===== src/rtl/hazard_ctrl.sv =====
// Pipeline hazard controller for the 5-stage MIPS core: drives every latch enable/clear
// for load-use stalls, taken-branch flushes and the multicycle mult/div freeze.
module hazard_ctrl #(
    parameter int MD_CYCLES = 32,
    parameter int CW        = $clog2(MD_CYCLES)
) (
    input  logic       clk,
    input  logic       clr,
    input  logic [4:0] id_rs,
    input  logic [4:0] id_rt,
    input  logic       id_uses_rt,
    input  logic [4:0] ex_rd,
    input  logic       ex_load,
    input  logic       ex_md_start,
    input  logic       ex_br_taken,
    output logic       pc_en,
    output logic       fd_en,
    output logic       dx_en,
    output logic       xm_en,
    output logic       fd_clr,
    output logic       dx_clr,
    output logic       xm_clr,
    output logic       md_busy,
    output logic       md_done
);

    typedef enum logic [1:0] {
        IDLE    = 2'd0,
        MD_RUN  = 2'd1,
        MD_DONE = 2'd2
    } state_t;

    state_t          state_q, state_d;
    logic [CW-1:0]   cnt_q, cnt_d;
    logic            load_use;

    // Register zero is never a real producer, so it cannot cause a stall.
    assign load_use = ex_load && (ex_rd != 5'd0) &&
                      ((ex_rd == id_rs) || (id_uses_rt && (ex_rd == id_rt)));

    always_ff @(posedge clk or posedge clr) begin
        if (clr) begin
            state_q <= IDLE;
            cnt_q   <= '0;
        end else begin
            state_q <= state_d;
            cnt_q   <= cnt_d;
        end
    end

    always_comb begin
        state_d = state_q;
        cnt_d   = cnt_q;
        pc_en   = 1'b1;
        fd_en   = 1'b1;
        dx_en   = 1'b1;
        xm_en   = 1'b1;
        fd_clr  = 1'b0;
        dx_clr  = 1'b0;
        xm_clr  = 1'b0;
        md_busy = 1'b0;
        md_done = 1'b0;

        case (state_q)
            IDLE: begin
                if (ex_md_start) begin
                    pc_en   = 1'b0;
                    fd_en   = 1'b0;
                    dx_en   = 1'b0;
                    xm_clr  = 1'b1;
                    cnt_d   = CW'(MD_CYCLES - 2);
                    state_d = MD_RUN;
                end else if (ex_br_taken) begin
                    fd_clr = 1'b1;
                    dx_clr = 1'b1;
                end else if (load_use) begin
                    pc_en  = 1'b0;
                    fd_en  = 1'b0;
                    dx_clr = 1'b1;
                end
            end
            MD_RUN: begin
                pc_en   = 1'b0;
                fd_en   = 1'b0;
                dx_en   = 1'b0;
                xm_clr  = 1'b1;
                md_busy = 1'b1;
                if (cnt_q == '0) begin
                    state_d = MD_DONE;
                end else begin
                    cnt_d = cnt_q - CW'(1);
                end
            end
            MD_DONE: begin
                md_done = 1'b1;
                state_d = IDLE;
            end
            default: begin
                state_d = IDLE;
            end
        endcase

        // Reset overrides everything: freeze all latches and flush them to bubbles.
        if (clr) begin
            pc_en   = 1'b0;
            fd_en   = 1'b0;
            dx_en   = 1'b0;
            xm_en   = 1'b0;
            fd_clr  = 1'b1;
            dx_clr  = 1'b1;
            xm_clr  = 1'b1;
            md_busy = 1'b0;
            md_done = 1'b0;
            state_d = IDLE;
            cnt_d   = '0;
        end
    end

endmodule


===== config.mk =====
export PLATFORM = sky130hd
export DESIGN_NAME = hazard_ctrl
export DESIGN_NICKNAME = d
export VERILOG_FILES = /design/src/rtl/hazard_ctrl.sv
export SDC_FILE = /design/constraint.sdc
export NUM_CORES = 1
export LEC_CHECK = 0
export ABC_AREA = 0
export BUFFER_PORTS_ARGS = -buffer_cell sky130_fd_sc_hd__buf_2
export CAP_MARGIN = 20
export CORE_MARGIN = 2
export CORE_UTILIZATION = 40
export DETAILED_ROUTE_END_ITERATION = 8
export PLACE_DENSITY = 0.72
export SETUP_SLACK_MARGIN = 0.15
export SKIP_CTS_REPAIR_TIMING = 1
export SLEW_MARGIN = 10
export SYNTH_ARGS = -nofsm -noshare
export SYNTH_HDL_FRONTEND = slang
export SYNTH_SLANG_ARGS = --single-unit
export TNS_END_PERCENT = 5

===== constraint.sdc =====
create_clock -name clk -period 2.8 [get_ports clk]
set_clock_uncertainty 0.05 [all_clocks]
set_input_delay 0.56 -clock clk [delete_from_list [all_inputs] [get_ports clk]]
set_output_delay 0.56 -clock clk [all_outputs]
set_load 0.05 [all_outputs]

==> results of run 1 <==
-- worst max-delay path: cells and delay by family --
family	cells	cell delay [ps]
AO/OA/AOI/OAI	2	630
buffers and inverters	2	340
AND/OR/NAND/NOR	1	260
XOR/XNOR	1	160
-- cells by family (layout without fill, tap and decap cells) --
group	count (synthesis)	after routing	share of synthesized area
fa+ha+maj	2	2	0.0426
simple gates	19	19	0.188
buf+inv	10	42	0.0704
flops	7	7	0.299
xor+xnor	10	10	0.149
compound gates	21	21	0.252
-- sequential cells by signal (all words and copies together) (netlist names) --
signal	flops
state_q	2
cnt_q	5
-- report_power, final --
part	leakage [µW]	total [µW]	switching, µW	internal, µW
clock	0.0000150	96.3	41.6	54.6
sequential	0.0000896	149	25.1	124
combinational	0.000271	202	129	73.6
-- through the flow --
stage / hold WS, ps / worst slack (ps)
2_1_floorplan: 387 / 52.5
3_3_place_gp: 454 / 271
3_5_place_dp: 465 / 241
4_1_cts: 218 / 231
5_1_grt: 225 / 181
6_report: 217 / 248
-- routing by layer --
metal	vias up	wire (µm)	global-route usage	part of all wire
li1	311	-	-	-
met1	281	616	0.218	0.42
met2	15	737	0.308	0.51
met3	4	82	0.0647	0.057
met4	0	14	0.0563	0.0096
met5	-	0	0	0
-- worst max path at each step --
stage	slack (ps)	cells past startpoint	startpoint	end
global route	180	6	ex_rd[4]	fd_en
CTS	230	6	ex_rd[4]	fd_en
floorplan	50	5	clr	pc_en
finish	250	6	ex_rd[4]	fd_en
global placement	270	6	ex_rd[4]	fd_en
detailed placement	240	6	ex_rd[4]	fd_en
-- synthesized netlist by cell type, types with 2 or more instances --
master | n | area, µm²
nor2b_1 | 3 | 18.8
inv_1 | 9 | 33.8
dfrtp_1 | 7 | 175
a31oi_1 | 3 | 18.8
nand2_1 | 5 | 18.8
nand2b_1 | 2 | 12.5
o21ai_0 | 3 | 15.0
nor3_1 | 2 | 10.0
xor2_1 | 9 | 78.8
nor2_1 | 4 | 15.0
a21oi_1 | 2 | 10.0
o21ai_1 | 4 | 20.0
ha_1 | 2 | 25.0
-- area by class of cell --
| cell class | count | area [µm²] |
|---|---|---|
| clock buffers | 4 | 26.3 |
| inverters | 9 | 41.3 |
| well taps | 15 | 18.8 |
| flip-flops and latches | 7 | 175 |
| repair buffers | 29 | 145 |
| fillers | 126 | 539 |
| multi-input cells | 52 | 388 |
==> impl_metrics.env, run 1 <==
export IMPL_hold_class="primary input to async pin"
export IMPL_cp_data_required_time_ps=2190
export IMPL_cts_htree_levels=1
export IMPL_rsz0062_at_grt="false"
export IMPL_coreArea_mm2=0.00133
export IMPL_synth_warnings=0
export IMPL_first_global_vias=584
export IMPL_firstDrtPassIters=3
export IMPL_layout_commonest_cell="buf_2"
export IMPL_grt_ovfl_total=0
export IMPL_p_leak_uw=0.000376
export IMPL_synthCells=69
export IMPL_synth_cell_type_count=27
export IMPL_start_util=0.440
export IMPL_final_core_util=0.596
export IMPL_crit_slowest_cell="o41a_4"
export IMPL_clock_root_buffer="clkbuf_4"
export IMPL_clock_sinks=7
export IMPL_globalRouteTotalUtil=0.184
export IMPL_rr_startpoint="cnt_q[0]"
export IMPL_dpl_cell_area_um2=768
export IMPL_layout_common_cells="29 x buf_2, 9 x xor2_1, 7 x inv_1, 7 x dfrtp_1, 5 x nand2_1"
export IMPL_vias_per_cell=5.27
export IMPL_synth_fp_nets=92
export IMPL_syn_cell_area_um2=587
export IMPL_crit_chain="buf_2, xor2_1, nor4_2, a32oi_1, o41a_4, buf_2"
export IMPL_synth_seq_cells=7
export IMPL_status="finished, final reports clean"
export IMPL_period_minus_slack_ps=2550
export IMPL_gp_congestion=0.826
export IMPL_synth_edff_count=0
export IMPL_finalPower_uw=448
export IMPL_reg2reg_depth=6
export IMPL_cap_violations=0
export IMPL_path_common_cell="buf_2"
export IMPL_path_class="primary input to output port"
export IMPL_clock_latency_ps=270
export IMPL_grt_pass1_wl_um=2480
export IMPL_dieArea_mm2=0.00179
export IMPL_slew_violations=0
export IMPL_cp_max_fo=3
export IMPL_place_inst=112
export IMPL_yosys_most_used_dff="dfrtp_1"
export IMPL_cpPeakStageDelay_ps=450
export IMPL_num_rows=13
export IMPL_max_freq_mhz=392
export IMPL_async_flop_share=1.00
export IMPL_num_antenna_cells=0
export IMPL_dr_total_vias=611
export IMPL_syn_avg_cell_area_um2=8.50
export IMPL_critPathCaptureType="output port"
export IMPL_io_pins=30
export IMPL_numCtsBuffers=3
export IMPL_ant_nets=0
export IMPL_wl_per_cell_um=12.5
export IMPL_antenna_found_initial=0
export IMPL_finalCritPeriodShare=0.911
export IMPL_fp_dieW_um=42.3
export IMPL_worstMarginPinSlew_ps=508
export IMPL_start_kind="primary input"
export IMPL_stdcell_area_um2=795
export IMPL_irDropWorstVdd_v=0.000291
export IMPL_io_buffers=29
export IMPL_drt_iter0_drc=9
export IMPL_regToRegEndpoint="cnt_q[2]"
export IMPL_cts_tree="done"
export IMPL_final_cells=116
export IMPL_critPathArrivalTime_ps=1940
export IMPL_drc_errors=0
export IMPL_fin_setup_tns_ps=0
export IMPL_power_per_cell_area_mw_per_mm2=563
export IMPL_yosysSeqAreaShare=0.299
export IMPL_setup_viol=0
export IMPL_place_hpwl_um=1160
export IMPL_reg2reg_slack_ps=990
export IMPL_relSlewSlack=0.661
export IMPL_layout_nets=125
export IMPL_clk_pin_slew_worst_paths_ps=60
export IMPL_die_height_um=42.3
export IMPL_hold_violations=0
export IMPL_grt_max_degree=11
export IMPL_drt_total_wl_um=1450
export IMPL_clk_path_buf_depth=2
export IMPL_drive_gt1_frac=0.386
export IMPL_area_growth_pct=35.4
Note: power is estimated with default switching activity, not from simulation.
==> run 2: changes to the inputs <==
- CORE_ASPECT_RATIO: default -> 1.1
==> run 2 against run 1 <==
Effect of this change: utilization decreased by 1.3 points; critical path depth did not move; worst setup slack improved by 13 ps; sequential power barely moved; largest power group unchanged.
==> impl_metrics.env, run 2 (synthesized netlist as in run 1, its figures left out) <==
export IMPL_coreArea_mm2=0.00137
export IMPL_start_util=0.429
export IMPL_top_regs="cnt_q: 5 flops, state_q: 2 flops"
export IMPL_layout_commonest_cell="buf_2"
export IMPL_finalCritPeriodShare=0.907
export IMPL_cts_htree_levels=1
export IMPL_globalRouteTotalUtil=0.193
export IMPL_start_kind="primary input"
export IMPL_largest_reg_flops=5
export IMPL_drt_iter0_drc=8
export IMPL_slew_violations=0
export IMPL_gp_congestion=0.751
export IMPL_cp_max_fo=3
export IMPL_crit_slowest_cell="o41a_4"
export IMPL_reg2reg_slack_ps=1080
export IMPL_ant_nets=0
export IMPL_cts_tree="done"
export IMPL_dr_total_vias=617
export IMPL_path_common_cell="buf_2"
export IMPL_drc_errors=0
export IMPL_reg2reg_depth=6
export IMPL_hold_violations=0
export IMPL_clock_sinks=7
export IMPL_layout_common_cells="29 x buf_2, 9 x xor2_1, 7 x inv_1, 7 x dfrtp_1, 5 x nand2_1"
export IMPL_grt_pass1_wl_um=2370
export IMPL_firstDrtPassIters=4
export IMPL_io_buffers=29
export IMPL_grt_max_degree=11
export IMPL_grt_ovfl_total=0
export IMPL_hold_class="primary input to async pin"
export IMPL_clk_pin_slew_worst_paths_ps=50
export IMPL_rr_startpoint="cnt_q[0]"
export IMPL_cpPeakStageDelay_ps=440
export IMPL_dieArea_mm2=0.00179
export IMPL_status="finished, final reports clean"
export IMPL_num_antenna_cells=0
export IMPL_cap_violations=0
export IMPL_regMostFlops="cnt_q"
export IMPL_first_global_vias=582
export IMPL_numCtsBuffers=3
export IMPL_rsz0062_at_grt="false"
export IMPL_final_cells=117
export IMPL_worst_path_stages=6
export IMPL_cp_endpoint="pc_en"
export IMPL_wl_per_cell_um=11.8
export IMPL_path_class="primary input to output port"
export IMPL_critPathLaunch="ex_rd[4]"
export IMPL_num_rows=14
export IMPL_drt_total_wl_um=1380
export IMPL_layout_nets=125
export IMPL_vias_per_cell=5.27
export IMPL_place_inst=113
export IMPL_cp_data_required_time_ps=2190
export IMPL_io_pins=30
export IMPL_fin_setup_tns_ps=0
export IMPL_irDropWorstVdd_v=0.000312
export IMPL_relSlewSlack=0.689
export IMPL_drive_gt1_frac=0.386
export IMPL_crit_family="compound AO/OA/AOI/OAI gates"
export IMPL_cp_num_buf_inv=2
export IMPL_antenna_found_initial=0
export IMPL_max_freq_mhz=394
export IMPL_finalPower_uw=441
export IMPL_setup_viol=0
export IMPL_clock_root_buffer="clkbuf_4"
export IMPL_clk_path_buf_depth=2
export IMPL_p_leak_uw=0.000376
export IMPL_fp_dieW_um=40.5
export IMPL_period_minus_slack_ps=2540
export IMPL_regToRegEndpoint="cnt_q[3]"
export IMPL_critPathCaptureType="output port"
export IMPL_clock_latency_ps=250
export IMPL_area_growth_pct=35.6
export IMPL_worstMarginPinSlew_ps=466
export IMPL_crit_chain="buf_2, xor2_1, nor4_2, a32oi_1, o41a_4, buf_2"
export IMPL_power_per_cell_area_mw_per_mm2=555
export IMPL_die_height_um=44.2
export IMPL_place_hpwl_um=1130
export IMPL_critPathArrivalTime_ps=1930
[run 2: cell counts in the layout (fill, tap and decap cells not counted)]
No cell type changed its count.
[run 2: power breakdown]
part | leakage, µW | internal (µW) | switching, µW | total [µW]
combinational | 0.000271 | 73.8 | 126 | 200
sequential | 0.0000896 | 124 | 26.0 | 150
clock | 0.0000150 | 54.4 | 37.0 | 91.3
total | 0.000376 | 252 | 189 | 441
[run 2: per-stage QoR]
| stage | util | setup slack [ps] | cell area (µm²) | hold WS, ps |
|---|---|---|---|---|
| after floorplan | - | 52.5 | 616 | 387 |
| after global placement | 0.563 | 282 | 769 | 466 |
| after detailed placement | 0.563 | 268 | 769 | 476 |
| after CTS | 0.582 | 265 | 796 | 229 |
| after global routing | 0.582 | 169 | 796 | 237 |
| final | 0.582 | 262 | 796 | 232 |
[run 2: final cells by class]
cell class                      count  area [µm²]
Multi-Input combinational cell     52         388
Inverter                            9        41.3
Fill cell                         133         571
Tap cell                           16        20.0
Clock buffer                        4        26.3
Sequential cell                     7         175
Timing Repair Buffer               29         145
[run 2: worst min-delay path by stage]
stage / endpoint / cells past startpoint / slack [ps] / startpoint
floorplan: cnt_q[0] / 1 / 390 / clr
global placement: cnt_q[0] / 1 / 470 / cnt_q[0]
detailed placement: cnt_q[0] / 1 / 480 / cnt_q[0]
CTS: state_q[1] / 2 / 230 / clr
global route: state_q[0] / 2 / 240 / clr
finish: cnt_q[0] / 2 / 230 / clr
[run 2: metal layers]
metal  global-route usage  share of wire  vias to the layer above
met2                0.286           0.51                       18
met5                    0              0                        -
met3               0.0302          0.036                        2
li1                     -              -                      308
met4                0.113          0.011                        0
met1                0.258           0.44                      289
